===== src/rtl/bridge_arb_pkg.sv =====
// Shared types and defaults for the DRAM bridge arbiter.
package bridge_arb_pkg;

    localparam int unsigned ARB_ADDR_W = 8;
    localparam int unsigned ARB_DATA_W = 64;

    typedef enum logic {
        IDLE,
        BUSY
    } arb_state_e;

    typedef struct packed {
        logic                  r_wb;
        logic [ARB_ADDR_W-1:0] addr;
        logic [ARB_DATA_W-1:0] data_w;
    } bridge_cmd_t;

    // Round-robin successor of idx among n slots.
    function automatic int unsigned rr_next(input int unsigned idx, input int unsigned n);
        return (idx + 1 >= n) ? 0 : idx + 1;
    endfunction

endpackage


===== src/rtl/rr_picker.sv =====
// Combinational round-robin picker: first set request at or after ptr, with wrap.
module rr_picker #(
    parameter int unsigned NUM_REQ = 2,
    parameter int unsigned IDX_W   = (NUM_REQ > 1) ? $clog2(NUM_REQ) : 1
) (
    input  logic [NUM_REQ-1:0] i_req,
    input  logic [IDX_W-1:0]   i_ptr,
    output logic               o_any,
    output logic [IDX_W-1:0]   o_idx
);

    logic             w_found;
    logic [IDX_W-1:0] w_cand;

    assign o_any = |i_req;

    always_comb begin
        o_idx   = '0;
        w_found = 1'b0;
        w_cand  = '0;
        for (int unsigned k = 0; k < NUM_REQ; k++) begin
            w_cand = IDX_W'((32'(i_ptr) + k) % NUM_REQ);
            if (!w_found && i_req[w_cand]) begin
                w_found = 1'b1;
                o_idx   = w_cand;
            end
        end
    end

endmodule


===== src/rtl/bridge_arbiter.sv =====
// Round-robin arbiter sharing a single-outstanding DRAM bridge between NUM_REQ requesters.
module bridge_arbiter
    import bridge_arb_pkg::*;
#(
    parameter int unsigned NUM_REQ = 2,
    parameter int unsigned ADDR_W  = ARB_ADDR_W,
    parameter int unsigned DATA_W  = ARB_DATA_W
) (
    input  logic                           clk,
    input  logic                           rst_n,
    input  logic [NUM_REQ-1:0]             req_valid,
    input  logic [NUM_REQ-1:0]             req_r_wb,
    input  logic [NUM_REQ-1:0][ADDR_W-1:0] req_addr,
    input  logic [NUM_REQ-1:0][DATA_W-1:0] req_data_w,
    output logic [NUM_REQ-1:0]             req_grant,
    output logic [NUM_REQ-1:0]             rsp_valid,
    output logic [DATA_W-1:0]              rsp_data,
    output logic                           C_in_valid,
    output logic                           C_r_wb,
    output logic [ADDR_W-1:0]              C_addr,
    output logic [DATA_W-1:0]              C_data_w,
    input  logic                           C_out_valid,
    input  logic [DATA_W-1:0]              C_data_r
);

    localparam int unsigned IDX_W = $clog2(NUM_REQ);

    arb_state_e         r_state, w_state_nxt;
    logic [IDX_W-1:0]   r_rr_ptr, w_rr_ptr_nxt;
    logic [IDX_W-1:0]   r_gnt_idx, w_gnt_idx_nxt;
    logic [NUM_REQ-1:0] r_grant, w_grant_nxt;
    logic [NUM_REQ-1:0] r_rsp_valid, w_rsp_valid_nxt;
    logic [DATA_W-1:0]  r_rsp_data, w_rsp_data_nxt;
    logic               r_c_in_valid, w_c_in_valid_nxt;
    bridge_cmd_t        r_cmd, w_cmd_nxt;

    logic               w_any;
    logic [IDX_W-1:0]   w_win;

    rr_picker #(
        .NUM_REQ (NUM_REQ),
        .IDX_W   (IDX_W)
    ) u_rr_picker (
        .i_req (req_valid),
        .i_ptr (r_rr_ptr),
        .o_any (w_any),
        .o_idx (w_win)
    );

    always_comb begin
        w_state_nxt      = r_state;
        w_rr_ptr_nxt     = r_rr_ptr;
        w_gnt_idx_nxt    = r_gnt_idx;
        w_grant_nxt      = '0;
        w_rsp_valid_nxt  = '0;
        w_rsp_data_nxt   = r_rsp_data;
        w_c_in_valid_nxt = 1'b0;
        w_cmd_nxt        = r_cmd;
        unique case (r_state)
            IDLE: begin
                // A completion pulse seen here is a bridge protocol error and is dropped.
                if (w_any) begin
                    w_gnt_idx_nxt    = w_win;
                    w_grant_nxt      = NUM_REQ'(1) << w_win;
                    w_c_in_valid_nxt = 1'b1;
                    w_cmd_nxt.r_wb   = req_r_wb[w_win];
                    w_cmd_nxt.addr   = req_addr[w_win];
                    w_cmd_nxt.data_w = req_data_w[w_win];
                    w_rr_ptr_nxt     = IDX_W'(rr_next(32'(w_win), NUM_REQ));
                    w_state_nxt      = BUSY;
                end
            end
            BUSY: begin
                if (C_out_valid) begin
                    w_rsp_valid_nxt = NUM_REQ'(1) << r_gnt_idx;
                    w_rsp_data_nxt  = r_cmd.r_wb ? C_data_r : '0;
                    w_state_nxt     = IDLE;
                end
            end
        endcase
    end

    always_ff @(posedge clk or negedge rst_n) begin
        if (!rst_n) begin
            r_state      <= IDLE;
            r_rr_ptr     <= '0;
            r_gnt_idx    <= '0;
            r_grant      <= '0;
            r_rsp_valid  <= '0;
            r_rsp_data   <= '0;
            r_c_in_valid <= 1'b0;
            r_cmd        <= '0;
        end else begin
            r_state      <= w_state_nxt;
            r_rr_ptr     <= w_rr_ptr_nxt;
            r_gnt_idx    <= w_gnt_idx_nxt;
            r_grant      <= w_grant_nxt;
            r_rsp_valid  <= w_rsp_valid_nxt;
            r_rsp_data   <= w_rsp_data_nxt;
            r_c_in_valid <= w_c_in_valid_nxt;
            r_cmd        <= w_cmd_nxt;
        end
    end

    assign req_grant  = r_grant;
    assign rsp_valid  = r_rsp_valid;
    assign rsp_data   = r_rsp_data;
    assign C_in_valid = r_c_in_valid;
    assign C_r_wb     = r_cmd.r_wb;
    assign C_addr     = r_cmd.addr;
    assign C_data_w   = r_cmd.data_w;

endmodule


===== config.mk =====
export PLATFORM = sky130hd
export DESIGN_NAME = bridge_arbiter
export DESIGN_NICKNAME = d
export VERILOG_FILES = /design/src/rtl/bridge_arb_pkg.sv /design/src/rtl/rr_picker.sv /design/src/rtl/bridge_arbiter.sv
export SDC_FILE = /design/constraint.sdc
export NUM_CORES = 1
export LEC_CHECK = 0
export CORE_AREA = 2 2 140 142
export DETAILED_ROUTE_END_ITERATION = 12
export DIE_AREA = 0 0 142 144
export GPL_ROUTABILITY_DRIVEN = 0
export MAX_ROUTING_LAYER = met4
export PLACE_DENSITY = 0.73
export SLEW_MARGIN = 15
export SYNTH_ARGS = -nofsm -noshare
export SYNTH_HDL_FRONTEND = slang
export SYNTH_SLANG_ARGS = --single-unit
export TNS_END_PERCENT = 20

===== constraint.sdc =====
create_clock -name clk -period 2.6 [get_ports clk]
set_clock_uncertainty 0.15 [all_clocks]
set_input_delay 0.52 -clock clk [delete_from_list [all_inputs] [get_ports clk]]
set_output_delay 0.52 -clock clk [all_outputs]
set_load 0.01 [all_outputs]

# ---- Word-level counts from Yosys, hierarchy flattened
# Index checks and enable logic that the tools add are counted.
dict set report op_classes {
  n_reduce_logical 5
  shift 2
  n_lt_le_gt_ge 4
  bitwise 1
  addsub 2
  muxes 23
}
# operator n
set ops {}
lappend ops {{2-to-1 mux 64 bit} 3}
lappend ops {{2-to-1 mux 8 bit} 2}
lappend ops {{2-to-1 mux 1 bit} 13}
lappend ops {{2-to-1 mux 2 bit} 4}
lappend ops {{< comparator 1 x 2 -> 1 bit, second input constant} 3}
lappend ops {{AND reduction 2 bit} 2}
lappend ops {{left shift 1 x 1 -> 2 bit, first input constant} 2}
lappend ops {{adder 1 x 1 -> 2 bit, second input constant} 1}
lappend ops {{>= comparator 2 bit, second input constant} 1}
lappend ops {{one-hot mux 1 bit (2 select lines)} 1}
lappend ops {{OR reduction 2 bit} 1}
lappend ops {{adder 1 bit, second input constant} 1}
lappend ops {{logical AND 1 bit} 1}
lappend ops {{logical NOT 1 bit} 1}
lappend ops {{inverter 1 bit} 1}
dict set report totals {
  word_cells 47
  input_bits 215
  register_bits 145
  out_inout_bits 142
}

# ---- Longest topological paths before layout
# Gate-level depths: netlist of run 1.
dict set report logic_depth {
  ltp_word 9
  ltp_mapped 6
  mapped_depth_nobuf 3
}

# ---- Modules after synthesis
# Synthesis of run 1 repeated with hierarchy kept, for this count alone.
dict set report unflattened {
  hier_cells 542
  area_unflattened_um2 6779.0
}
# module cells_per_inst area_each_um2 instances seq_area_each_um2
set by_module_without_submodules {}
lappend by_module_without_submodules {bridge_arbiter 539 6761.5 1 3628.5}
lappend by_module_without_submodules {rr_picker 3 17.5 1 0.0}

# ---- Worst setup path after synthesis of run 1
# No wires, ideal clock.
dict set report synth_timing {
  path_kind {input port to flip-flop}
  startpoint {input port req_valid[1]}
  endpoint {register r_cmd (netlist bit C_data_w[10])}
  t_arrival_ns 1.440
  path_slack_ns 0.944
  cell_stages 5
  t_required_ns 2.384
  n_path_buf 2
  setup_ns 0.066
  cell_sequence {buf_4 > inv_2 > nor3_4 > buf_6 > a221o_1}
}
dict set report synth_via {
  elab_chain_cells 8
  word_cells_on_any_way 13
  classes_between {mux (9); reduce/logical (4)}
}
# item line_no
set synth_rtl {}
lappend synth_rtl {{from (decl)} bridge_arbiter.sv:11} ;# input logic [NUM_REQ-1:0] req_valid,
lappend synth_rtl {{2-to-1 mux 1 bit (not written as such) (2 in a row)} rr_picker.sv:23} ;# if (!w_found && i_req[w_cand]) begin
lappend synth_rtl {{2-to-1 mux 1 bit} rr_picker.sv:23}
lappend synth_rtl {{logical NOT 1 bit} rr_picker.sv:23}
lappend synth_rtl {{logical AND 1 bit} rr_picker.sv:23}
lappend synth_rtl {{2-to-1 mux 1 bit} rr_picker.sv:23}
lappend synth_rtl {{2-to-1 mux 64 bit (not written as such) (2 in a row)} bridge_arbiter.sv:68} ;# w_cmd_nxt.data_w = req_data_w[w_win];
lappend synth_rtl {{to (signal assigned)} bridge_arbiter.sv:101} ;# r_cmd <= w_cmd_nxt;
lappend synth_rtl {{to (decl)} bridge_arbiter.sv:35} ;# bridge_cmd_t r_cmd, w_cmd_nxt;
# Several ways; a longest one is shown, not always the timed one. The select of a mux whose other input is x is not followed.
# A chain may end at the register's enable or synchronous reset.

# ---- Worst setup path in the final report of run 1
dict set report layout_timing {
  startpoint {register r_cmd (netlist bit C_data_w[10])}
  endpoint {output port C_data_w[10]}
}
# item line_no
set layout_lines {}
lappend layout_lines {{to (decl)} bridge_arbiter.sv:21} ;# output logic [DATA_W-1:0] C_data_w,
# No word-level cell between the ends.

==> results.ini, run 1 <==
[power]
ir_drop_uv=431.2
power_density_mw_per_mm2=805.0
total_power_mw=8.442
leakage_nw=4.470

[sta]
rsz0062_at_grt=no
finalWorstSetupSlack_ns=0.5491
hold_viol_final=0
drv_slew=0
fin_crit_sh_pct=78.88
worstMarginPinSlew_ns=0.6807
fmax_ghz=0.4876
setup_viol=0
slew_headroom_pct=54.62
finalSetupTns_ns=0
period_needed_ns=2.051

[yosys]
synth_cells=544
ys_seq_elements=145
ys_warn_count=0
synth_nets=759
synthDistinctLibCells=23
avgSynthCellArea_um2=11.07
yosysSeqAreaShare_pct=60.24
synth_area_mm2=0.006023

[critical_path]
crit_fanout=2
critPathLaunchType=flop
crit_family=buffers and inverters
path_buf_inv=1
critPathMaxStageDelay_ns=0.57
slowest_stage=clkdlybuf4s50_1
critPathArrivalTime_ns=1.38
cp.required_ns=1.93
path_cells=clkdlybuf4s50_1
crit_type=reg2out
end_kind=primary output

[floorplanning]
die_w_um=142
start_util_pct=31.57
ios=357
core_mm2=0.01908
die_h_um=144
die-area_mm2=0.02045
rows=51

[final_layout]
drive_gt1_share_pct=5.980
nNetsFinal=1105
stdcell_count=1141
antenna_cells=0
fin_util_pct=54.96
syn_to_final_growth_pct=74.10

[routing]
dr.pass1.iters=4
routedWlPerCell_um=17.35
drtAntennaViolNets=0
vias=5405
drc=0
detail_route.vias_per_cell=4.737
routed_wl_mm=19.80
drtIter0Drc=281

[outcome]
outcome=finished clean

[clock_tree]
root_buffer=clkbuf_16
cts_max_path_buffers=2
clk_pin_slew_ns=0.06
cts.htree.levels=4
cts-hold-fix-buffers=1
cts_sinks=145
clock_latency_ns=0.40
cts_tree=built
post_cts_buffers=0
cts_resized=0
cts_buffers=17

[placed_design]
place_ws_ns=0.2044
dp_cells=1108
io_buffer_count=356
post-dp-hpwl_mm=14.25

[worst_hold_path]
min_path_type=reg2reg

[job]
maxCapViolCount=0

[global_route]
grt_antenna_before_repair=0
first_global_vias=5339
grt_max_degree=71
grt-ovfl-total=0
grt_pass1_wl_mm=29.60
grt_use_total_pct=19.35

==> Yosys cell counts <==
cell | number | share of area [%]
dfrtp_1 | 145 | 60
nand2_1 | 129 | 8.0
a221o_1 | 70 | 12
o21ai_0 | 67 | 5.6
and2_1 | 42 | 4.4
and2_0 | 28 | 2.9
clkbuf_1 | 21 | 1.3
buf_6 | 12 | 2.2
buf_2 | 10 | 0.83
a2bb2oi_1 | 3 | 0.44
a31oi_1 | 3 | 0.31
a21o_1 | 2 | 0.25
inv_2 | 2 | 0.12
a211oi_4 | 1 | 0.33
and3_1 | 1 | 0.10
buf_4 | 1 | 0.12
inv_1 | 1 | 0.062
nand2b_1 | 1 | 0.10
nor2_1 | 1 | 0.062
nor2b_4 | 1 | 0.23
nor3_4 | 1 | 0.27
o21bai_4 | 1 | 0.31
o31a_1 | 1 | 0.15
==> where the power goes <==
group | leakage [nW] | internal [mW] | switching (mW)
Clock | 0.325 | 1.76 | 0.980
Sequential | 1.83 | 2.77 | 0.285
Combinational | 2.32 | 1.57 | 1.07
Total | 4.47 | 6.10 | 2.34
==> kinds of logic (layout without fill, tap and decap cells) <==
| family | Yosys count | count (layout) | share of synthesized area, % |
|---|---|---|---|
| compound gates | 148 | 148 | 18.99 |
| simple gates | 204 | 204 | 16.08 |
| flops | 145 | 145 | 60.24 |
| buf+inv | 47 | 406 | 4.695 |
==> registers in the layout, indices dropped and copies added (netlist names) <==
| register | count |
|---|---|
| C_data_w | 64 |
| rsp_data | 64 |
| C_addr | 8 |
| req_grant | 2 |
| rsp_valid | 2 |
| C_in_valid | 1 |
| C_r_wb | 1 |
| r_gnt_idx | 1 |
| r_rr_ptr | 1 |
| r_state | 1 |
==> final cells by class <==
type                    count  area, um^2
clock buffers              20       456.7
clock inverters            12       203.9
fillers                  1661        8593
inverters                   3       11.26
multi-input cells         352        2120
flip-flops and latches    145        3630
well taps                 238       297.8
repair buffers            371        3767
==> final timing paths <==
| check | from | end | slack [ns] | depth (start not counted) |
|---|---|---|---|---|
| worst min-delay path | r_gnt_idx | rsp_valid[0] | 0.32 | 1 |
| worst min register to register | r_gnt_idx | rsp_valid[0] | 0.32 | 1 |
| worst max-delay path | C_data_w[10] | C_data_w[10] | 0.55 | 1 |
| min in group asynchronous | rst_n | C_data_w[50] | 0.47 | 2 |
| max in group asynchronous | rst_n | rsp_data[7] | 1.18 | 3 |
| worst max register to register | r_state | C_data_w[17] | 0.83 | 4 |
==> through the flow <==
stage | area, um^2 | hold slack, ns
global placement | 9816 | 0.3024
CTS | 10490 | 0.3210
finish | 10490 | 0.3192
global route | 10490 | 0.3471
floorplan | 6023 | 0.07441
detailed placement | 9816 | 0.3122
==> routing by layer <==
| layer | wire, um | vias up | global-route usage [%] |
|---|---|---|---|
| met5 | 0 | - | - |
| met4 | 652 | 0 | 7.526 |
| met3 | 967 | 42 | 4.338 |
| li1 | - | 2601 | - |
| met1 | 8393 | 2565 | 24.50 |
| met2 | 9783 | 197 | 30.41 |
==> layout by cell type (no fill, tap or decap), types with 5 or more instances in the layout <==
cell / count
buf_4: 7
o21ai_0: 67
clkdlybuf4s50_1: 355
nand2_1: 128
a221o_1: 70
and2_0: 28
bufinv_16: 5
dfrtp_1: 144
clkbuf_16: 17
buf_12: 7
and2_1: 42
Note: power is estimated with default switching activity, not from simulation.
==> inputs of run 2 (changes only) <==
--- a/config.mk
+++ b/config.mk
@@ -5,12 +5,12 @@
 export SDC_FILE = /design/constraint.sdc
 export NUM_CORES = 1
 export LEC_CHECK = 0
-export CORE_AREA = 2 2 140 142
+export CORE_AREA = 2 2 141 143
 export DETAILED_ROUTE_END_ITERATION = 12
-export DIE_AREA = 0 0 142 144
+export DIE_AREA = 0 0 143 145
 export GPL_ROUTABILITY_DRIVEN = 0
 export MAX_ROUTING_LAYER = met4
-export PLACE_DENSITY = 0.73
+export PLACE_DENSITY = 0.75
 export SLEW_MARGIN = 15
 export SYNTH_ARGS = -nofsm -noshare
 export SYNTH_HDL_FRONTEND = slang
==> constraint.sdc (replaced) <==
create_clock -name clk -period 1.65 [get_ports clk]
set_clock_uncertainty 0.15 [all_clocks]
set_input_delay 0.33 -clock clk [delete_from_list [all_inputs] [get_ports clk]]
set_output_delay 0.33 -clock clk [all_outputs]
set_load 0.01 [all_outputs]
==> run 2 against run 1 <==
Die area increased by 1.4%. Via count increased by 3.4%. Register-to-register slack got worse by 0.81 ns. Critical path depth increased by 4. Combinational power up 40%. Clock power is 42% higher. Cell count rose by 3.9%. Setup slack got worse by 0.53 ns. Power rose by 46%. Worst hold slack lost 0.080 ns. Design area shrank 0.33%. Critical endpoint is now C_data_w[46]. Largest cell class unchanged.
==> results.ini, run 2 (synthesized netlist as in run 1, its figures left out) <==
[floorplanning]
die_w_um=143  ; +0.70%
die-area_mm2=0.02074  ; +1.4%
die_h_um=145  ; +0.69%
start_util_pct=31.36  ; -0.21 points
core_mm2=0.01921  ; +0.67%
rows=51  ; unchanged
ios=357  ; unchanged

[final_layout]
final_common_cell=clkdlybuf4s50_1
multi_input_area_mm2=0.002120  ; unchanged
syn_to_final_growth_pct=73.52
drive_gt1_share_pct=8.035  ; +2.1 points
fillCellCount=1748  ; +5.2%
regArea_mm2=0.003632  ; about the same
stdcell_count=1186  ; +3.9%
antenna_cells=0  ; unchanged
nNetsFinal=1123  ; +1.6%
layout_common_cells=clkdlybuf4s50_1, dfrtp_1, dlygate4sd2_1, nand2_1, a221o_1
design_area_mm2=0.01045  ; -0.33%
fin_util_pct=54.41  ; -0.55 points

[sta]
fmax_ghz=0.6150
hold_viol_final=0  ; unchanged
slew_headroom_pct=76.54  ; +22 points
period_needed_ns=1.626
worstMarginPinSlew_ns=0.3520  ; -0.3287 ns
fin_crit_sh_pct=98.55
drv_slew=0  ; unchanged
finalWorstSetupSlack_ns=0.02388  ; -0.5252 ns
setup_viol=0  ; unchanged
finalSetupTns_ns=0  ; unchanged
hold_ws_ns=0.2389  ; -0.08030 ns

[critical_path]
cp.required_ns=1.78  ; -0.15 ns
critPathLaunchType=flop
critPathArrivalTime_ns=1.76  ; +0.38 ns
crit_fanout=31  ; +29
timing.rr.end=C_data_w[46]
r2r_slack_ns=0.02  ; -0.81 ns
worst_r2r_path_depth=5  ; +1
crit_type=reg2reg
end_kind=flop
r2r_start=r_rr_ptr

[power]
pwr-share-clk_pct=31.4  ; -1.1 points
total_power_mw=12.37  ; +46%
seq_power_share_pct=38.6  ; +2.5 points
switchingPower_mw=3.729  ; +60%
swShare_pct=30.15  ; +2.5 points
power_density_mw_per_mm2=1183  ; +47%
ir_drop_uv=668.7  ; +55%
p_int_mw=8.638  ; +42%
leakage_nw=4.908  ; +9.8%
comb_power_share_pct=30.0  ; -1.3 points

[global_route]
grt_antenna_before_repair=0  ; unchanged
grt_use_total_pct=19.98  ; +0.63 points
grt_pass1_wl_mm=31.28  ; +5.7%
grt-ovfl-total=0  ; unchanged
first_global_vias=5652  ; +5.9%
grt_max_degree=66  ; -7.0%

[clock_tree]
cts_tree=built
clk_pin_slew_ns=0.06  ; about the same
clock_latency_ns=0.40  ; about the same
cts_buffers=17  ; unchanged
root_buffer=clkbuf_16
cts_sinks=145  ; unchanged
cts.htree.levels=4  ; unchanged
cts_max_path_buffers=2  ; unchanged

[routing]
dr.pass1.iters=4  ; unchanged
drc=0  ; unchanged
routed_wl_mm=20.44  ; +3.2%
drtAntennaViolNets=0  ; unchanged
drtIter0Drc=316  ; +12%
routedWlPerCell_um=17.23  ; -0.68%
detail_route.vias_per_cell=4.711  ; -0.55%
vias=5587  ; +3.4%

[outcome]
outcome=finished clean

[placed_design]
dp_cells=1148  ; +3.6%
post-dp-hpwl_mm=14.60  ; +2.5%
io_buffer_count=356  ; unchanged
dpl-instance-area_mm2=0.009972  ; +1.6%
place_ws_ns=-0.4352  ; -0.6396 ns

[job]
maxCapViolCount=0  ; unchanged

[worst_hold_path]
min_path_type=in2async

run 2: changes by cell type in the layout (fill, tap and decap cells not counted), moves of 2 or more:
cell	delta
dfrtp_1	-2
dfrtp_2	+2
buf_4	+15
dlygate4sd2_1	+142
clkinvlp_4	+4
bufinv_16	-3
inv_6	+2
clkdlybuf4s50_1	-143
clkinv_2	-2
run 2: power groups by stage:
stage	Combinational [mW]	Sequential (mW)	Clock, mW
finish	3.71	4.77	3.89
global route	4.02	4.88	4.15
CTS	3.72	4.77	3.98
detailed placement	4.28	4.83	0
global placement	4.20	4.83	0
floorplan	1.25	5.19	0
run 2: cell type report:
class                           count  share of cell area (%)
Timing Repair Buffer              389                   36.00
Multi-Input combinational cell    352                   20.28
Clock inverter                     13                   1.449
Inverter                            3                  0.1077
Clock buffer                       19                   4.238
Tap cell                          265                   3.173
Sequential cell                   145                   34.75
run 2: worst max-delay path, cell delays in order, from the launching register on:
cell and delay (ns):
dfrtp_2 0.45, nor2b_4 0.16, nor3_4 0.06, buf_4 0.14, clkbuf_16 0.19, a221o_1 0.33
run 2: worst max-delay path by stage:
stage                            start           end  slack, ns  depth (start not counted)
after CTS                      r_state  C_data_w[27]       0.01                          4
after global routing          r_rr_ptr  C_data_w[27]     -0.005                          5
final                         r_rr_ptr  C_data_w[46]       0.02                          5
after floorplan                r_state     C_addr[3]       0.08                          5
after global placement    req_valid[0]  C_data_w[12]      -0.38                          5
after detailed placement  req_valid[0]  C_data_w[50]      -0.44                          5
run 2: what timing repair did:
action / in CTS / in global routing
buffers inserted: 0 / 4
cloned: 0 / 1
resized for setup: 143 / 5
pin swaps: 0 / 1
endpoints found under the setup margin: 143 / 53
hold buffers: 1 / 0
endpoints found under the hold margin: 66 / 0
run 2: per-layer routing:
layer | routed length [um] | part of all wire [%] | up-vias | global-route usage [%]
met2 | 10100 | 49 | 222 | 31.99
met5 | 0 | 0 | - | -
li1 | - | - | 2640 | -
met3 | 1062 | 5.2 | 39 | 4.191
met4 | 536 | 2.6 | 0 | 7.030
met1 | 8734 | 43 | 2686 | 25.04
==> RTL edit, RTL diff (settings of run 2) <==
Change the package constant `ARB_ADDR_W` from 8 to 9.
--- a/src/rtl/bridge_arb_pkg.sv
+++ b/src/rtl/bridge_arb_pkg.sv
@@ -1,7 +1,7 @@
 // Shared types and defaults for the DRAM bridge arbiter.
 package bridge_arb_pkg;
 
-    localparam int unsigned ARB_ADDR_W = 8;
+    localparam int unsigned ARB_ADDR_W = 9;
     localparam int unsigned ARB_DATA_W = 64;
 
     typedef enum logic {
Ports: changed (resized C_addr and req_addr); port bits go from 357 to 360. No check against the original RTL was run, so the function may have changed too.
==> RTL edit against run 2 <==
  * Synthesized area is 1.5% higher
  * Setup slack better by 5.6 ps
  * Sequential cell count is 1 higher
  * Global-route usage is 0.34 points higher
  * Design area is 0.50% higher
  * Combinational power hardly changed
  * Via count is 0.23% higher
  * Power is 0.30% lower
  * Routed wire length is 0.46% higher
  * Largest power group unchanged
==> RTL edit: results (changes against run 2) <==
r2r endpoint=C_data_w[8]$_DFFE_PN0P_; share of layout cells above drive strength 1=8.621% (+0.59 points); number of global-route vias before repair=5754 (+1.8%); Commonest cells post-synth=dfrtp_1 (146), nand2_1 (129), a221o_1 (68), o21ai_0 (67), and2_1 (47); WL met2=9913 µm (-1.9%); Gate Count Post-Synth=547 (+0.55%); r2r worst-path depth=4 (-1); Met3 Wirelength=1584 µm (+49%); final hold slack=207.9 ps (-30.93 ps); register area share after synthesis=59.77% (-0.47 points); pre-CTS setup slack=-448.5 ps (-13.40 ps); Post-Layout Cell Count=1193 (+0.59%); first-pass GRT wire length=31640 µm (+1.1%); critical-path maximum fanout=47 (+52%); # nets final=1132 (+0.80%); number of vias per cell=4.694 (-0.36%); Relative slew margins=68.25% (-8.3 points); pin count of the biggest net entering global routing=49 (-26%); Reg2Reg Launch Point=r_state$_DFF_PN0_; placed cells=1160 (+1.0%); maximum vdd drop=616.9 µV (-7.7%); DRT Pass-1 Iters=6 (+2); critical path's largest stage delay=410 ps (-40 ps); dpl hpwl=15180 µm (+4.0%); starting DRC count in detailed routing=210 (-34%); status=finished, final reports clean; post-synth cell types=25 (+8.7%); post-layout util=54.69% (+0.27 points); top cells by area, synth=dfrtp_1 (60%), a221o_1 (11%), nand2_1 (7.9%), o21ai_0 (5.5%), and2_1 (4.8%); gr usage total=20.32% (+0.34 points); Crit path max-delay family=buffers and inverters; IO buf count=359 (+0.84%); CP Class=in -> reg; fillcell total=1741 (-0.40%)
## RTL edit: final cells by class
type                            count  area share (%)
Clock inverter                     14           1.346
Timing Repair Buffer              393           36.00
Clock buffer                       18           4.181
Multi-Input combinational cell    354           20.41
Inverter                            3          0.1072
Tap cell                          265           3.157
Sequential cell                   146           34.81
## RTL edit: worst register-to-register path, cell delays in order, from the launching register on
cell and delay, ps:
dfrtp_2 450, o21bai_4 210, buf_12 180, and2_1 210, a221o_1 280
## RTL edit: timing repair
| action | in CTS | in global routing |
|---|---|---|
| setup endpoints to repair | 143 | 45 |
| hold endpoints to repair | 29 | 0 |
| resized for setup | 143 | 4 |
| hold buffers | 1 | 0 |
## RTL edit: power by group
group / switching, µW / internal [µW]
clock: 1650 / 2160
combinational: 1710 / 1990
sequential: 432 / 4390
total: 3790 / 8540
## RTL edit: cells by family after synthesis
kind of cell | after synthesis | synth area share [%]
and+or+nand+nor | 205 | 15.97
DFF | 146 | 59.77
buffers and inverters | 47 | 5.281
AOI/OAI and AO/OA | 149 | 18.98
